--- src/rtl/control_pkg.sv ---
// control_pkg: opcode constants, ALUOp encodings and the per-stage control bundles.
package control_pkg;
  localparam int OP_R   = 0;
  localparam int OP_J   = 2;
  localparam int OP_JAL = 3;
  localparam int OP_BEQ = 4;
  localparam int OP_ORI = 13;
  localparam int OP_LW  = 35;
  localparam int OP_SW  = 43;
  localparam logic [1:0] ALU_ADD   = 2'b00;
  localparam logic [1:0] ALU_SUB   = 2'b01;
  localparam logic [1:0] ALU_FUNCT = 2'b10;
  localparam logic [1:0] ALU_OR    = 2'b11;
  typedef struct packed {
    logic       reg_dst;
    logic       alu_src;
    logic [1:0] alu_op;
  } ex_t;
  typedef struct packed {
    logic mem_read;
    logic mem_write;
    logic branch;
    logic jump;
  } mem_t;
  typedef struct packed {
    logic reg_write;
    logic memto_reg;
    logic link;
  } wb_t;
  typedef struct packed {
    ex_t  ex;
    mem_t m;
    wb_t  wb;
  } ctrl_t;
  typedef struct packed {
    mem_t m;
    wb_t  wb;
  } exmem_t;
endpackage

--- src/rtl/control_decode.sv ---
// control_decode: combinational opcode-to-control decoder for the ID stage.
// JAL (opcode 3) decodes only when CTRL_JAL_EN is defined; otherwise it is illegal.
module control_decode
  import control_pkg::*;
#(
  parameter int OP_W = 6
) (
  input  logic [OP_W-1:0] opcode_i,
  output ctrl_t           ctrl_o,
  output logic            illegal_o
);
  always_comb begin
    ctrl_o    = '0;
    illegal_o = 1'b0;
    case (opcode_i)
      OP_W'(OP_R): begin
        ctrl_o.ex.reg_dst   = 1'b1;
        ctrl_o.ex.alu_op    = ALU_FUNCT;
        ctrl_o.wb.reg_write = 1'b1;
      end
      OP_W'(OP_LW): begin
        ctrl_o.ex.alu_src   = 1'b1;
        ctrl_o.ex.alu_op    = ALU_ADD;
        ctrl_o.m.mem_read   = 1'b1;
        ctrl_o.wb.memto_reg = 1'b1;
        ctrl_o.wb.reg_write = 1'b1;
      end
      OP_W'(OP_SW): begin
        ctrl_o.ex.alu_src  = 1'b1;
        ctrl_o.ex.alu_op   = ALU_ADD;
        ctrl_o.m.mem_write = 1'b1;
      end
      OP_W'(OP_BEQ): begin
        ctrl_o.ex.alu_op = ALU_SUB;
        ctrl_o.m.branch  = 1'b1;
      end
      OP_W'(OP_J): ctrl_o.m.jump = 1'b1;
      OP_W'(OP_ORI): begin
        ctrl_o.ex.alu_src   = 1'b1;
        ctrl_o.ex.alu_op    = ALU_OR;
        ctrl_o.wb.reg_write = 1'b1;
      end
`ifdef CTRL_JAL_EN
      OP_W'(OP_JAL): begin
        ctrl_o.m.jump       = 1'b1;
        ctrl_o.wb.reg_write = 1'b1;
        ctrl_o.wb.link      = 1'b1;
      end
`endif
      default: illegal_o = 1'b1;
    endcase
  end
endmodule

--- src/rtl/control_pipeline.sv ---
// control_pipeline: ID/EX, EX/MEM, MEM/WB control registers with load-use stall and flush.
// CTRL_JAL_EN enables the JAL decode; without it nothing ever sets the link bit, so wb_Link stays 0.
module control_pipeline
  import control_pkg::*;
#(
  parameter int OP_W       = 6,
  parameter int REG_ADDR_W = 5
) (
  input  logic                  clk,
  input  logic                  rst,
  input  logic [OP_W-1:0]       opcode_id,
  input  logic [REG_ADDR_W-1:0] rs_id,
  input  logic [REG_ADDR_W-1:0] rt_id,
  input  logic                  flush,
  output logic                  ex_RegDst,
  output logic                  ex_ALUSrc,
  output logic [1:0]            ex_ALUOp,
  output logic                  mem_MemRead,
  output logic                  mem_MemWrite,
  output logic                  mem_Branch,
  output logic                  mem_Jump,
  output logic                  wb_RegWrite,
  output logic                  wb_MemtoReg,
  output logic                  wb_Link,
  output logic                  stall_id,
  output logic                  illegal_op
);
  ctrl_t                 dec, idex_d, idex_q;
  exmem_t                exmem_d, exmem_q;
  wb_t                   memwb_q;
  logic                  dec_ill, bubble;
  logic                  idex_v_q, exmem_v_q, memwb_v_q, ill_q;
  logic [REG_ADDR_W-1:0] ex_rt_q;

  control_decode #(.OP_W(OP_W)) u_decode (
    .opcode_i  (opcode_id),
    .ctrl_o    (dec),
    .illegal_o (dec_ill)
  );

  // Flush wins over a load-use hazard: the stalled instruction is squashed anyway.
  assign stall_id = idex_v_q & idex_q.m.mem_read & (ex_rt_q != '0) &
                    ((ex_rt_q == rs_id) | (ex_rt_q == rt_id)) & ~flush;
  assign bubble   = stall_id | flush;
  assign idex_d   = bubble ? '0 : dec;
  assign exmem_d  = flush ? '0 : {idex_q.m, idex_q.wb};

  always_ff @(posedge clk or posedge rst) begin
    if (rst) begin
      idex_q    <= '0;
      exmem_q   <= '0;
      memwb_q   <= '0;
      idex_v_q  <= 1'b0;
      exmem_v_q <= 1'b0;
      memwb_v_q <= 1'b0;
      ill_q     <= 1'b0;
      ex_rt_q   <= '0;
    end else begin
      idex_q    <= idex_d;
      exmem_q   <= exmem_d;
      memwb_q   <= exmem_q.wb;
      idex_v_q  <= ~bubble;
      exmem_v_q <= idex_v_q & ~flush;
      memwb_v_q <= exmem_v_q;
      ill_q     <= ~bubble & dec_ill;
      ex_rt_q   <= rt_id;
    end
  end

  assign ex_RegDst    = idex_v_q & idex_q.ex.reg_dst;
  assign ex_ALUSrc    = idex_v_q & idex_q.ex.alu_src;
  assign ex_ALUOp     = {2{idex_v_q}} & idex_q.ex.alu_op;
  assign mem_MemRead  = exmem_v_q & exmem_q.m.mem_read;
  assign mem_MemWrite = exmem_v_q & exmem_q.m.mem_write;
  assign mem_Branch   = exmem_v_q & exmem_q.m.branch;
  assign mem_Jump     = exmem_v_q & exmem_q.m.jump;
  assign wb_RegWrite  = memwb_v_q & memwb_q.reg_write;
  assign wb_MemtoReg  = memwb_v_q & memwb_q.memto_reg;
  assign wb_Link      = memwb_v_q & memwb_q.link;
  assign illegal_op   = ill_q;
endmodule

--- config.mk ---
export PLATFORM = sky130hd
export DESIGN_NAME = control_pipeline
export DESIGN_NICKNAME = d
export VERILOG_FILES = /design/src/rtl/control_pkg.sv /design/src/rtl/control_decode.sv /design/src/rtl/control_pipeline.sv
export SDC_FILE = /design/constraint.sdc
export NUM_CORES = 1
export LEC_CHECK = 0
export CORE_MARGIN = 3
export CORE_UTILIZATION = 44
export CTS_BUF_LIST = sky130_fd_sc_hd__clkbuf_8
export DETAILED_ROUTE_END_ITERATION = 12
export PLACE_DENSITY = 0.84
export SETUP_SLACK_MARGIN = 0.05
export SLEW_MARGIN = 25
export SYNTH_ARGS = -nofsm -noshare
export SYNTH_HDL_FRONTEND = slang
export SYNTH_SLANG_ARGS = --single-unit
--- constraint.sdc ---
create_clock -name clk -period 1.4 [get_ports clk]
set_input_delay 0.14 -clock clk [delete_from_list [all_inputs] [get_ports clk]]
set_output_delay 0.14 -clock clk [all_outputs]
set_load 0.01 [all_outputs]
# == Word-level counts from Yosys, hierarchy flattened ==
# Cells that the tools add are included.
# word_totals
register_bits,30
inputBits,19
word_cells,68
# op_classes
eq_ne,7
n_mux,11
n_bitwise,20
reduce_logical,5
# op_table
operator,n
1-bit AND,15
6-bit equality test (second input constant),2
11-bit 2-to-1 mux,1
5-bit equality test,2
1-bit 2-to-1 mux,8
7-bit 2-to-1 mux,1
6-bit by 2-bit equality test with 1-bit output (second input constant),1
6-bit by 3-bit equality test with 1-bit output (second input constant),1
6-bit by 4-bit equality test with 1-bit output (second input constant),1
6-bit logical NOT,1
2-bit case mux with 3 select lines,1
3-bit OR reduction,2
6-bit OR reduction,1
5-bit nonzero test,1
2-bit AND,1
1-bit inverter,2
1-bit bitwise OR,2

# == Longest topological paths before layout ==
# Gate-level depths: netlist (run 1).
# depth
ltp_word,7
mapped_depth,5
mapped_depth_nobuf,4

# == By module ==
# From an unflattened synthesis (run 1), not the netlist that was laid out.
# hier_totals
hier_cells,130
hier_area_um2,1463.9
# modules_own_cells
module,instances,cells_each,area_each_um2
control_pipeline,1,97,1223.7
control_decode,1,33,240.2

# == Worst setup path before layout (run 1) ==
# OpenSTA, ideal clock, no wires.
# synth_path
path_kind,register to register
start,register ex_rt_q[0]
end,register idex_q[5] in the netlist's numbering
t_arrival_ns,1.401
required_ns,1.313
path_slack_ns,-0.088
stages_incl_launch_ff,5
path_buffers,1
synth_period_minus_slack_ns,1.488
cell_sequence,dfrtp_1 or3_1 o311a_1 buf_6 a211oi_2
# synth_rtl
element,line_no,rtl
start: declaration,control_pipeline.sv:33,logic [REG_ADDR_W-1:0] ex_rt_q;
start signal: assignment,control_pipeline.sv:66,ex_rt_q <= rt_id;
end signal: assignment,control_pipeline.sv:59,idex_q <= idex_d;
end: declaration,control_pipeline.sv:28,"ctrl_t dec, idex_d, idex_q;"

# == Worst setup path after layout (run 1) ==
# layout_path
start,register ex_rt_q[0]
end,output stall_id
# layout_via
elab_chain_cells,4
word_cells_on_any_way,7
classes_between,2 x eq/ne; 4 x bitwise; 1 x reduce/logical
# layout_rtl
element,line_no,rtl
5-bit equality test / 5-bit nonzero test (equally long branches),"control_pipeline.sv:43, control_pipeline.sv:42",
1-bit bitwise OR / 1-bit AND (equally long branches),"control_pipeline.sv:43, control_pipeline.sv:42",
1-bit AND (*),control_pipeline.sv:42,assign stall_id = idex_v_q & idex_q.m.mem_read & (ex_rt_q != '0) &
1-bit AND (*),control_pipeline.sv:43,((ex_rt_q == rs_id) | (ex_rt_q == rt_id)) & ~flush;
end: declaration,control_pipeline.sv:25,"output logic stall_id,"
# Every way passes the cells marked *; elsewhere a longest branch is shown, timed or not.

==> impl_results.md, run 1 <==
* Status: finished, violations left
* Failing checks: negative setup slack
* Critical Path Sink Type: output port
* Placed cells at about 170
* NumNets Final at about 170
* Sequential standard cell area at 625.6 µm²
* Largest net degree at the start of global routing at 26
* Worst reg2reg path endpoint: idex_q[2]$_DFF_PP0_
* Routed Antenna Nets at 0
* Static leakage at 0.7481 nW
* Worst r2r path cells at 4
* Largest family of logic cells by synthesized area: simple AND/OR/NAND/NOR gates
* DPL Wire Length at 1932 µm
* Cell area after layout at 1648 µm²
* Combinational share of power at 15.7%
* Sink Count at 25
* Multi-input logic area at 499.2 µm²
* Core Footprint at about 2300 µm²
* Reported net switching power at approximately 0.00033 W
* Vias per inst at 5.145
* First-pass GRT wire length at 4174 µm
* Worst-Skew Late Latency at 0.27 ns
* I/O Buffers at 30
* Mapped Cells at 103
* Post-Layout Cell Count at between 150 and 200
* Crit Path Class: register to output port
* Final WS setup at -0.4303 ns
* Pre-antenna DRT Iters at 4
* Reg power frac at about 54%
* Gr usage total at between 10% and 20%
* Commonest non-fill, non-tap cell in the layout: dfrtp_1
* Final setup TNS at -1.913 ns
* Starting density of the core at 49.09%
* Yosys reg bits at 25
* H-tree depth at 1
* Hold Vio Cnt, Final at 0
* # IOs at 32
* IR Drop Worst-Case VDD at 0.6171 mV
* P&R area growth vs syn at 43.46%
* Synth Area in XOR/XNOR at 8.388%
* Dpl cell area at ~1600 µm²
* Routability Congestion at 0.8260
* MaxCap Viol Count at 0
* DRC at 0
* Fmax at 0.5464 GHz
* Number of global-route vias before repair at 978
* GR Overflow Total at 0
* Crit start category: register
* Synth unique cells at 33
* Clock slew at reported path FFs at 0.08 ns
* Post-layout min period at 1.830 ns
* Post-synthesis area per instance at 11.15 µm²
* Worst r2r src: ex_rt_q[0]$_DFF_PP0_
* Clock power share at 30.2%
* Worst Path Arrival at 1.69 ns
* Drt total wl at around 2600 µm
* Skew final at about 0.0044 ns
* Required @ worst endpoint at 1.26 ns
* Total internal power at 0.001060 W
* Tot Pwr at 0.001386 W
* Synth Area in Compound Gates at 11.33%
* Total number of vias at 921
* Routed len/inst at around 15 µm
* Most frequent cells in the layout: dfrtp_1 (25), clkdlybuf4s50_1 (19), buf_4 (19)
* Sw frac at between 20% and 30%
* Cell Rows at 17
* Die Span X at roughly 57 µm
* Post-synthesis simple-gate area fraction at 21.68%
* Synth Net Count at 122
* Final setup viols at 12
* Tcrit/Tclk final at 130.7%
* Hold_buf cts at 0
* Diodes inserted at 0
* RSZ-0062 raised after global routing: yes
* Clock tree buffer depth at 2
* Adder-cell share of the synthesized area at 0%
* Worst min path class: primary input to async pin
* Critical Path Fanout Max at 2
* PD cells at 840.8 nW/µm²
* CTS root buf: clkbuf_8
* Register area share after synthesis at 54.47%
* FF-to-FF setup slack at -0.24 ns
* Die Ht at between 50 and 60 µm
* Antenna violations before repair at 0
* Die Area at 3259 µm²
* Yosys warning total at 0
* Drt initial violations at 9
* Fillers at 182
* CTS Buf Count at 3
* Mux share of post-synthesis cell area at 0%
* Final Max Tran Viols at 0
* CTS tree: done
* Fraction of layout cells with a size suffix above 1 at 26.49%
* Mapped Area at 1149 µm²
==> power groups by stage <==
stage	combinational, W	sequential (W)	clock, W
4_1_cts	0.000211	0.000749	0.000431
2_1_floorplan	0.0000877	0.000764	0
3_5_place_dp	0.000203	0.000764	0
3_3_place_gp	0.000192	0.000763	0
6_report	0.000218	0.000749	0.000418
5_1_grt	0.000237	0.000751	0.000453
==> through the flow <==
| step | util [%] | hold slack [ns] | worst slack, ns |
|---|---|---|---|
| 2_1_floorplan | - | 0.1673 | -0.08813 |
| 3_3_place_gp | 67.01 | 0.3348 | -0.5227 |
| 3_5_place_dp | 67.01 | 0.3575 | -0.5433 |
| 4_1_cts | 70.00 | 0.2126 | -0.4683 |
| 5_1_grt | 70.43 | 0.2309 | -0.4715 |
| 6_report | 70.43 | 0.2049 | -0.4303 |
==> area by class of cell <==
type | instances | share of cell area [%]
Sequential cell | 25 | 37.97
Multi-Input combinational cell | 70 | 30.30
Timing Repair Buffer | 50 | 26.35
Clock buffer | 3 | 2.506
Tap cell | 28 | 2.126
Inverter | 2 | 0.4556
Clock inverter | 1 | 0.3037
==> cells in the mapped netlist, drive strengths merged <==
cell type	count	share of area, %
nand2	8	2.6
inv	2	0.65
clkbuf	2	0.65
nand3	2	0.87
and2	10	5.4
or4b	2	2.1
a211oi	5	5.0
a21oi	7	3.4
and3b	1	0.87
nor3b	1	0.65
nor2	5	1.9
buf	4	2.5
a311oi	1	0.76
xor2	1	0.76
a221oi	1	0.76
dfrtp	25	54
o22ai	1	0.55
conb	1	0.33
nor4b	1	0.76
nand3b	1	0.65
nor2b	6	3.3
o311a	1	0.87
or3	2	1.1
nor4	1	0.55
xnor2	10	7.6
nor3	1	0.44
nand2b	1	0.55
==> registers in the layout (all words and copies together), names as in the netlist <==
register and flops:
memwb_v_q 1, exmem_q 5, idex_q 9, illegal_op 1
idex_v_q 1, exmem_v_q 1, ex_rt_q 5, memwb_q 2
==> cell families after synthesis <==
logic type      count (synthesis)
other cells                     1
compound gates                 16
xor+xnor                       11
flops                          25
buf+inv                         8
simple gates                   42
==> per-layer routing <==
| layer | part of all wire, % | global-route usage (%) |
|---|---|---|
| met5 | 0 | 0 |
| met4 | 4.5 | 13.25 |
| met3 | 5.7 | 2.489 |
| met2 | 53 | 30.83 |
| met1 | 36 | 17.29 |
==> critical path: stages, from the launching register on <==
cell     delay [ns]
dfrtp_1        0.39
or3_1          0.37
o311a_1        0.32
and3b_2        0.23
buf_6          0.12
==> repair_timing <==
action | in CTS | in global routing
gates resized for setup | 21 | 7
endpoints found under the setup margin | 22 | 15
buffers inserted | 3 | 1
pin swaps | 3 | 3
==> worst max path at each step <==
stage	startpoint	to	depth (start not counted)
after detailed placement	rt_id[2]	stall_id	6
after CTS	ex_rt_q[1]$_DFF_PP0_	stall_id	4
after floorplan	ex_rt_q[0]$_DFF_PP0_	idex_q[5]$_DFF_PP0_	4
after global routing	ex_rt_q[0]$_DFF_PP0_	stall_id	4
after global placement	rs_id[0]	stall_id	6
final	ex_rt_q[0]$_DFF_PP0_	stall_id	4
Power figures use the tool's default switching activity.
==> run 2: changes to the inputs <==
--- a/config.mk
+++ b/config.mk
@@ -5,13 +5,15 @@
 export SDC_FILE = /design/constraint.sdc
 export NUM_CORES = 1
 export LEC_CHECK = 0
+export CAP_MARGIN = 20
 export CORE_MARGIN = 3
-export CORE_UTILIZATION = 44
+export CORE_UTILIZATION = 47
 export CTS_BUF_LIST = sky130_fd_sc_hd__clkbuf_8
 export DETAILED_ROUTE_END_ITERATION = 12
-export PLACE_DENSITY = 0.84
+export PLACE_DENSITY = 0.85
 export SETUP_SLACK_MARGIN = 0.05
 export SLEW_MARGIN = 25
 export SYNTH_ARGS = -nofsm -noshare
 export SYNTH_HDL_FRONTEND = slang
+export SYNTH_HIERARCHICAL = 1
 export SYNTH_SLANG_ARGS = --single-unit
==> run 2 against run 1 <==
  * The run still ends with negative setup slack left
  * Combinational power grew 24%
  * Clock skew shrank 0.00081 ns
  * Fmax shrank 0.35%
  * Count of clock-buffer cells in the layout grew 3
  * Setup slack lost 0.0064 ns
  * Highest routed layer unchanged
==> impl_results.md, run 2 <==
* Routed Antenna Nets at 0 (unchanged)
* Tot Pwr at 0.001876 W (+35%)
* Critical Path Fanout Max at 2 (unchanged)
* Synth Net Count at 149 (+22%)
* Static leakage at 0.9227 nW (+23%)
* Mapped Cells at 130 (+26%)
* Hold Vio Cnt, Final at 0 (unchanged)
* Die Area at 3820 µm² (+17%)
* Max reg flops at 11 (+2)
* Post-synthesis area per instance at 11.26 µm² (+0.98%)
* Synth Area in Compound Gates at 12.65% (+1.3 points)
* Vias per inst at 5.245 (+1.9%)
* Adder-cell share of the synthesized area at 0% (unchanged)
* Top-count cell post-synth: dfrtp_1
* Drt total wl at 3379 µm (+28%)
* Most frequent cells in the layout: dfrtp_1 (30), clkdlybuf4s50_1 (19), buf_4 (18)
* Final setup TNS at -3.435 ns (-1.521 ns)
* RSZ-0062 raised after global routing: yes
* CTS root buf: clkbuf_8
* Mapped Area at 1464 µm² (+27%)
* CTS tree: done
* Cell area after layout at 2074 µm² (+26%)
* IR Drop Worst-Case VDD at 0.4357 mV (-29%)
* Routed len/inst at 15.94 µm (+7.9%)
* Tcrit/Tclk final at 131.2% (+0.46 points)
* Crit Path Class: register to output port
* Dominant synthesized flop cell: dfrtp_1
* DPL Wire Length at 2236 µm (+16%)
* P&R area growth vs syn at 41.71%
* Dpl cell area at 1862 µm² (+19%)
* Drt initial violations at 43 (+34)
* Mux share of post-synthesis cell area at 0% (unchanged)
* Top flop regs: idex_q (11), exmem_q (7), ex_rt_q (5)
* Clock tree buffer depth at 2 (unchanged)
* Die Ht at 61.81 µm (+8.3%)
* Post-synth EDFFs at 0 (unchanged)
* Clock slew at reported path FFs at 0.06 ns (-0.02 ns)
* Final WS setup at -0.4367 ns (-0.006383 ns)
* Sink Count at 30 (+20%)
* Die Span X at 61.81 µm (+8.3%)
* Commonest cells in the netlist: dfrtp_1 (30), nand2b_1 (12), and2_1 (11), xnor2_1 (11), a21oi_2 (10)
* Failing checks: negative setup slack
* Post-layout min period at 1.837 ns (+0.006383 ns)
* Largest Register: idex_q
* Largest area contributor in the netlist: dfrtp_1
* GR Overflow Total at 0 (unchanged)
* Ranking of synthesized cells by area: dfrtp_1 (51%), xnor2_1 (6.6%), a21oi_2 (6.0%)
* Yosys top cell area share at 51.28% (-3.2 points)
* # IOs at 32 (unchanged)
* Skew final at 0.003632 ns (-0.0008089 ns)
* Core Footprint at 2853 µm² (+22%)
* Gr usage total at 20.18% (+3.2 points)
* Total number of vias at 1112 (+21%)
* Crit start category: register
* Required @ worst endpoint at 1.26 ns (about the same)
* Fillers at 196 (+7.7%)
* MaxCap Viol Count at 0 (unchanged)
* Actual slew at the worst max-slew pin at 0.5179 ns
* Final Max Tran Viols at 0 (unchanged)
* Final setup viols at 13 (+1)
* Status: finished, violations left
* Fraction of layout cells with a size suffix above 1 at 31.49% (+5.0 points)
* Yosys warning total at 6 (+6)
* Pre-CTS setup slack at -0.6779 ns (-0.1346 ns)
* Worst Path Arrival at 1.70 ns (about the same)
* Number of global-route vias before repair at 1123 (+15%)
* Largest net degree at the start of global routing at 31 (+19%)
* Pre-antenna DRT Iters at 4 (unchanged)
* Routability Congestion at 0.8865 (+7.3%)
* Starting density of the core at 51.32% (+2.2 points)
* Yosys reg bits at 30 (+20%)
* PD cells at 904.4 nW/µm² (+7.6%)
* Commonest non-fill, non-tap cell in the layout: dfrtp_1
* Register area share after synthesis at 51.28% (-3.2 points)
* Hold_buf cts at 0 (unchanged)
* Diodes inserted at 0 (unchanged)
* Async S/R FF share, synth at 100.0% (unchanged)
* Post-synthesis simple-gate area fraction at 23.85% (+2.2 points)
* Largest family of logic cells by synthesized area: simple AND/OR/NAND/NOR gates
* Worst-Skew Late Latency at 0.28 ns (about the same)
* Fmax at 0.5445 GHz (-0.35%)
* Max-Slew Margin vs Limit at around two thirds
* H-tree depth at 2 (+1)
* Critical Path Sink Type: output port
* Cell Rows at 19 (+2)
* Antenna violations before repair at 0 (unchanged)
* Synth Area in XOR/XNOR at 6.581% (-1.8 points)
* Core Util, Final at 72.72% (+2.3 points)
* DRC at 0 (unchanged)
* First-pass GRT wire length at 5299 µm (+27%)
* NumNets Final at 199 (+16%)
* Worst min path class: primary input to async pin
* CTS Buf Count at 5 (+2)
* I/O Buffers at 31 (+3.3%)
* Synth unique cells at 33 (unchanged)
[run 2: changes by cell type after synthesis, sizes merged, moves of 2 or more]
cell and delta:
a211oi -5, a21oi +6, a31oi +2, buf +4, dfrtp +5, nand2 -3, nand2b +11, nor2b +2
or4b -2
[run 2: path summary, 6_finish.rpt]
kind | start | to | slack, ns | cells after the start
min in group clk | exmem_q[1]$_DFF_PP0_ | memwb_q[1]$_DFF_PP0_ | 0.35 | 0
max reg2reg | ex_rt_q[0]$_DFF_PP0_ | illegal_op$_DFF_PP0_ | -0.29 | 6
min reg2reg | exmem_q[1]$_DFF_PP0_ | memwb_q[1]$_DFF_PP0_ | 0.35 | 0
max in group asynchronous | rst | illegal_op$_DFF_PP0_ | 0.89 | 3
max | ex_rt_q[0]$_DFF_PP0_ | stall_id | -0.44 | 4
min | rst | exmem_v_q$_DFF_PP0_ | 0.24 | 3
[run 2: routing by layer]
metal	up-vias	share of wire [%]	track usage (%)
li1	530	-	-
met1	531	37	21.42
met2	45	56	37.67
met3	6	5.2	3.926
met4	0	1.9	10.00
met5	-	0	0
[run 2: kinds of logic after synthesis]
family	after synthesis
compound gates	20
buf+inv	12
xor+xnor	11
flops	30
simple gates	56
other cells	1
[run 2: power breakdown]
part           switching [W]  total (W)  internal [W]
Sequential         0.0000109   0.000899      0.000888
Clock               0.000312   0.000706      0.000394
Combinational       0.000129   0.000271      0.000142
[run 2: worst max-delay path: stages (launching register included)]
cell and delay, ns:
dfrtp_1 0.38, or3_4 0.39, o311a_4 0.31, and3b_2 0.22, buf_6 0.12
[run 2: cell type report]
| cell class | instances | area, µm² | share of cell area, % |
|---|---|---|---|
| inverter | 2 | 7.507 | 0.3619 |
| timing repair buffer | 53 | 491.7 | 23.70 |
| clock buffer | 6 | 82.58 | 3.981 |
| multi-input combinational | 88 | 690.7 | 33.29 |
| clock inverter | 2 | 12.51 | 0.6031 |
| sequential | 30 | 750.7 | 36.19 |
| tap | 31 | 38.79 | 1.870 |
[run 2: timing repair]
item	in CTS	in global routing
gates cloned	1	0
setup endpoints to repair	24	19
endpoints found under the hold margin	0	0
buffers inserted	4	2
gates resized for setup	32	11
pin swaps	14	2
[run 2: stage by stage]
step | hold WS (ns) | instances
floorplan | 0.1714 | 130
global placement | 0.3327 | 198
detailed placement | 0.3347 | 198
CTS | 0.2423 | 211
global route | 0.2932 | 212
finish | 0.2402 | 212
